File: config.mk
export PLATFORM = sky130hd
export DESIGN_NAME = onehot6_encoder
export DESIGN_NICKNAME = d
export VERILOG_FILES = /design/src/rtl/onehot6_encoder.sv
export SDC_FILE = /design/constraint.sdc
export NUM_CORES = 1
export LEC_CHECK = 0
export BUFFER_PORTS_ARGS = -buffer_cell sky130_fd_sc_hd__clkbuf_2
export CORE_ASPECT_RATIO = 1.5
export CORE_MARGIN = 1
export CORE_UTILIZATION = 35
export CTS_CLUSTER_DIAMETER = 150
export DETAILED_ROUTE_END_ITERATION = 8
export PLACE_DENSITY = 0.58
export SYNTH_ARGS = -nofsm -noshare
export SYNTH_HDL_FRONTEND = slang
export SYNTH_SLANG_ARGS = --single-unit
File: constraint.sdc
create_clock -name clk -period 3.8 [get_ports clk]
set_input_delay 0.19 -clock clk [delete_from_list [all_inputs] [get_ports clk]]
set_output_delay 0.19 -clock clk [all_outputs]
set_load 0.02 [all_outputs]
File: src/rtl/onehot6_encoder.sv
// onehot6_encoder
//   Purpose : encodes a 6-bit one-hot word into a 3-bit index. Illegal words
//             (all-zero, or multi-hot unless priority mode is enabled) are
//             flagged and counted. Results are queued in a 2-entry output FIFO.
//   Latency : 1 cycle from accept to FIFO head when the FIFO is empty.
//   Backpressure: in_ready drops only when the FIFO holds 2 entries. It is
//             decoded from registered occupancy, so there is no
//             combinational path from out_ready.
//   Config  : `ENC_PRIORITY_EN -- when defined, multi-hot words encode to the
//             index of their highest set bit with err=0.
//   Ports   : clk, rst_n (sync, active-low) | y_in/in_valid/in_ready (input
//             handshake) | code/err/out_valid/out_ready (output handshake) |
//             err_cnt (saturating count of accepted illegal words).

module onehot6_encoder #(
  parameter int DEPTH = 2,   // only 2 is supported
  parameter int CNT_W = 8
) (
  input  logic             clk,
  input  logic             rst_n,
  input  logic [5:0]       y_in,
  input  logic             in_valid,
  output logic             in_ready,
  output logic [2:0]       code,
  output logic             err,
  output logic             out_valid,
  input  logic             out_ready,
  output logic [CNT_W-1:0] err_cnt
);

  // Occupancy width follows DEPTH: 0..2 needs 2 bits.
  localparam int OCC_W = $clog2(DEPTH + 1);

  // The occupancy state value equals the entry count.
  typedef enum logic [OCC_W-1:0] {
    S_EMPTY = OCC_W'(0),
    S_ONE   = OCC_W'(1),
    S_FULL  = OCC_W'(2)
  } occ_t;

  // ---------------------------------------------------------------------
  // State
  // ---------------------------------------------------------------------
  occ_t             r_state;
  logic             r_wptr;
  logic             r_rptr;
  logic [3:0]       r_mem [2];    // {err, code} per entry
  logic [2:0]       r_code;
  logic             r_err;
  logic [CNT_W-1:0] r_err_cnt;

  // ---------------------------------------------------------------------
  // Combinational nets
  // ---------------------------------------------------------------------
  logic [2:0]       w_ones;       // population count of y_in (0..6)
  logic [2:0]       w_hi_idx;     // index of highest set bit
  logic [2:0]       w_enc_code;
  logic             w_enc_err;
  logic             w_push;
  logic             w_pop;
  occ_t             w_state_nxt;
  logic             w_wptr_nxt;
  logic             w_rptr_nxt;
  logic [3:0]       w_mem_nxt [2];
  logic [3:0]       w_head_nxt;
  logic             w_cnt_sat;
  logic [CNT_W-1:0] w_cnt_nxt;

  // ---------------------------------------------------------------------
  // Encoder
  // ---------------------------------------------------------------------
  always_comb begin
    w_ones   = 3'd0;
    w_hi_idx = 3'd0;
    // Ascending scan: the last set bit seen is the highest one.
    for (int k = 0; k < 6; k++) begin
      if (y_in[k]) begin
        w_ones   = w_ones + 3'd1;
        w_hi_idx = 3'(k);
      end
    end
  end

  always_comb begin
    w_enc_code = 3'b111;
    w_enc_err  = 1'b1;
    if (w_ones == 3'd1) begin
      w_enc_code = w_hi_idx;
      w_enc_err  = 1'b0;
    end
`ifdef ENC_PRIORITY_EN
    else if (w_ones != 3'd0) begin
      // Multi-hot resolves to the highest set bit and is not an error.
      w_enc_code = w_hi_idx;
      w_enc_err  = 1'b0;
    end
`endif
  end

  // ---------------------------------------------------------------------
  // Handshakes
  // ---------------------------------------------------------------------
  assign in_ready  = (r_state != S_FULL);
  assign out_valid = (r_state != S_EMPTY);
  assign w_push    = in_valid && in_ready;
  assign w_pop     = out_valid && out_ready;

  // ---------------------------------------------------------------------
  // Occupancy FSM: next state
  // ---------------------------------------------------------------------
  always_comb begin
    w_state_nxt = r_state;
    case (r_state)
      S_EMPTY: begin
        if (w_push) w_state_nxt = S_ONE;
      end
      S_ONE: begin
        if (w_push && !w_pop)      w_state_nxt = S_FULL;
        else if (w_pop && !w_push) w_state_nxt = S_EMPTY;
        else                       w_state_nxt = S_ONE;
      end
      S_FULL: begin
        if (w_pop) w_state_nxt = S_ONE;
      end
      default: w_state_nxt = S_EMPTY;
    endcase
  end

  // ---------------------------------------------------------------------
  // Pointers, storage and head
  // ---------------------------------------------------------------------
  // One-bit pointers wrap 1 -> 0 naturally.
  assign w_wptr_nxt = r_wptr ^ w_push;
  assign w_rptr_nxt = r_rptr ^ w_pop;

  always_comb begin
    w_mem_nxt[0] = r_mem[0];
    w_mem_nxt[1] = r_mem[1];
    if (w_push) w_mem_nxt[r_wptr] = {w_enc_err, w_enc_code};
  end

  // code/err are registered copies of the post-edge head. Deriving them from
  // next-state storage covers every case (push into empty, push+pop through a
  // single entry, pop from full) in one expression. When the FIFO goes empty
  // the previous head value is held.
  always_comb begin
    w_head_nxt = {r_err, r_code};
    if (w_state_nxt != S_EMPTY) w_head_nxt = w_mem_nxt[w_rptr_nxt];
  end

  // ---------------------------------------------------------------------
  // Error counter (saturating)
  // ---------------------------------------------------------------------
  assign w_cnt_sat = &r_err_cnt;

  always_comb begin
    w_cnt_nxt = r_err_cnt;
    if (w_push && w_enc_err && !w_cnt_sat) w_cnt_nxt = r_err_cnt + CNT_W'(1);
  end

  // ---------------------------------------------------------------------
  // Registers
  // ---------------------------------------------------------------------
  always_ff @(posedge clk) begin
    if (!rst_n) begin
      r_state   <= S_EMPTY;
      r_wptr    <= 1'b0;
      r_rptr    <= 1'b0;
      r_mem[0]  <= 4'd0;
      r_mem[1]  <= 4'd0;
      r_code    <= 3'd0;
      r_err     <= 1'b0;
      r_err_cnt <= '0;
    end else begin
      r_state   <= w_state_nxt;
      r_wptr    <= w_wptr_nxt;
      r_rptr    <= w_rptr_nxt;
      r_mem[0]  <= w_mem_nxt[0];
      r_mem[1]  <= w_mem_nxt[1];
      r_code    <= w_head_nxt[2:0];
      r_err     <= w_head_nxt[3];
      r_err_cnt <= w_cnt_nxt;
    end
  end

  assign code    = r_code;
  assign err     = r_err;
  assign err_cnt = r_err_cnt;

endmodule

==> flow_metrics.tcl <==
set metrics [dict create \
    synthCells 168 \
    critical_path_buf_inv_count 2 \
    viasPerCell 5.455 \
    async_reset_ff_share_pct 0 \
    seq_area_frac_synth_pct 33.68 \
    tightestPinTransition_ns 0.8097 \
    clock_sinks 24 \
    ys_seq_elements 24 \
    layout-drive-gt1-share_pct 19.15 \
    post-synth-top-area-fraction_pct 33.68 \
    finalNonFillerCells 233 \
    ir_drop_mv 0.2232 \
    setup-violations-final 0 \
    postSynthAreaPerCell_um2 8.490 \
    placedCellCount 230 \
    fillers 392 \
    critPathMaxStageDelay_ns 0.65 \
    wl_per_cell_um 12.92 \
    cts_tree "done" \
    finalHoldViolCount 0 \
    path_max_fanout 4 \
    synth_top_cell_by_area "dfxtp_1" \
    hpwl_mm 2.254 \
    crit_family "adder cells" \
    netlist_area_um2 1426 \
    fp.dieH_um 80.19 \
    die_w_um 54.13 \
    wl_met1_mm 1.364 \
    synth_top_family_by_area "compound AO/OA/AOI/OAI gates" \
    netlist_top_cells_count "24 x dfxtp_1, 18 x o21ai_0, 16 x nor2_1" \
    vias 1271 \
    syn_to_final_growth_pct 11.32 \
    cp-end-kind "flip-flop" \
    grtUsageTotal_pct 15.08 \
    synthFlopType "dfxtp_1" \
    syn_nets 185 \
    grt_max_degree 25 \
    core_area_um2 3924 \
    max_freq_mhz 309.8 \
    slowest_stage "nor4_1" \
    power.density_nw_per_um2 404.4 \
    cts.clk_slew.worst_paths_ns 0.08 \
    wirelength_mm 3.010 \
    crit_chain "clkbuf_2 > ha_1 > o21ai_0 > inv_1 > ha_1 > nand2_1 > o21ai_0 > ha_1 > nand2_1 > o21a_1 > nand2_1 > ha_1 > nand2_1 > xnor2_1 > xnor2_1 > nor4_1 > a211o_1 > a31oi_1" \
    drv_cap 0 \
    required_ns 3.94 \
    period_share_pct 84.94 \
    top_layer "met4" \
    layout.area.seq_um2 480.5 \
    initial_utilization_pct 36.35 \
    synth_edf_count 0 \
    cts_root_buffer "clkbuf_8" \
    critPathKind "in2reg" \
    cp-start-kind "input port" \
    overflow 0 \
    portBuffers 23 \
    wl_met3_um 67 \
    htree_levels 1 \
    antenna_found_initial 0 \
    slew_violations 0 \
    muxShareOfSynthArea_pct 0.7018 \
    arrival_ns 3.37 \
    status "completed" \
    cts_resized 0 \
    diodes 0 \
    place_congestion 0.7635 \
    grt_pass1_vias 1132 \
    skew_ns 0.004822 \
    nets 207 \
    period_minus_slack_ns 3.228 \
    synth.area.top_cells "dfxtp_1 34%, o21ai_0 6.3%, ha_1 6.1%" \
    synth_compound_area_share_pct 25.79 \
    rsz0062_at_grt "no" \
    drt_pass1_iterations 4 \
    clk_latency_ns 0.26 \
    dieArea_um2 4340 \
    rows 28 \
    yosysMostFrequentCell "dfxtp_1" \
    pin_count 24 \
    cts_buffers 3 \
    met2_length_mm 1.533 \
    total_leakage_power_nw 0.6419 \
    hold_buffers 0 \
    clockBufferDepth 2 \
    post-cts-setup-buffer-count 0 \
    synth_fa_ha_area_share_pct 6.140 \
    first_iter_violations 30 \
    synth_simple_gate_area_share_pct 19.65 \
    grt_pass1_wl_mm 4.961 \
    drc 0 \
    min_path_type "in2reg" \
    tns_ns 0 \
    synth_xor_area_share_pct 7.281 \
    ys_warn_count 0 \
    ant_nets 0 \
    max_slew_margin_pct 45.82 \
    multi_input_area_um2 849.6 \
    ys_types 46 \
]
placed cells by master, fill, tap and decap left out, drive strengths merged, types with 6 or more instances in the layout:
master / Yosys / layout
dfxtp: 24 / 24
nor2: 16 / 16
o21ai: 19 / 19
a31oi: 6 / 6
clkbuf: 4 / 26
a21oi: 12 / 12
inv: 9 / 9
ha: 7 / 7
nand2: 12 / 12
or3: 6 / 6
report_power, final:
group          internal, mW  switching [mW]
Combinational        0.0829           0.125
Clock                0.0708          0.0766
Sequential            0.273          0.0134
Total                 0.427           0.215
cell families (layout without fill, tap and decap cells):
logic type,count (synthesis),in the layout
buffers and inverters,17,37
multiplexers,1,1
XOR/XNOR,8,8
adder cells (fa/ha/maj),7,7
AND/OR/NAND/NOR,54,54
AO/OA/AOI/OAI,57,57
flip-flops,24,24
area by class of cell:
| class | instances | area share, % |
|---|---|---|
| Clock buffer | 3 | 2.600 |
| Timing Repair Buffer | 24 | 7.723 |
| Tap cell | 45 | 3.546 |
| Multi-Input combinational cell | 127 | 53.51 |
| Inverter | 10 | 2.364 |
| Sequential cell | 24 | 30.26 |
stage by stage:
step,hold slack (ns),setup WS [ns],cell area [um2],total power [mW],utilization (%)
after global routing,0.2634,0.2401,1588,0.6810,40.47
after CTS,0.2417,0.5390,1588,0.6471,40.47
after floorplan,0.3283,0.7972,1426,0.4669,-
after detailed placement,0.4743,0.2712,1546,0.5014,39.41
final,0.2481,0.5724,1588,0.6421,40.47
after global placement,0.4639,0.4012,1546,0.4916,39.41
registers in the layout, indices dropped and copies added (netlist names):
signal   flops
r_state      2
r_mem        8
err          1
r_rptr       1
r_wptr       1
code         3
err_cnt      8
per-layer routing:
layer | up-vias | global-route usage, %
li1 | 658 | -
met4 | 0 | 7.692
met3 | 4 | 1.136
met2 | 22 | 24.63
met5 | - | 0
met1 | 587 | 18.99
tightest hold or removal path, cell delays in order:
cell and delay [ns]:
clkbuf_2 0.14, o21ai_0 0.09, a31oi_1 0.04
final timing paths:
check                                           start                       to  slack (ns)  cells past startpoint
worst max-delay path                          y_in[1]     code[0]$_SDFFE_PN0P_        0.57                     18
worst min register to register      r_wptr$_SDFF_PN0_        r_wptr$_SDFF_PN0_        0.48                      2
worst max register to register  r_state[0]$_SDFF_PN0_  err_cnt[5]$_SDFFE_PN0P_        1.71                      6
worst min-delay path                            rst_n     code[2]$_SDFFE_PN0P_        0.25                      3
No activity file was read; power rests on OpenSTA's default activity.
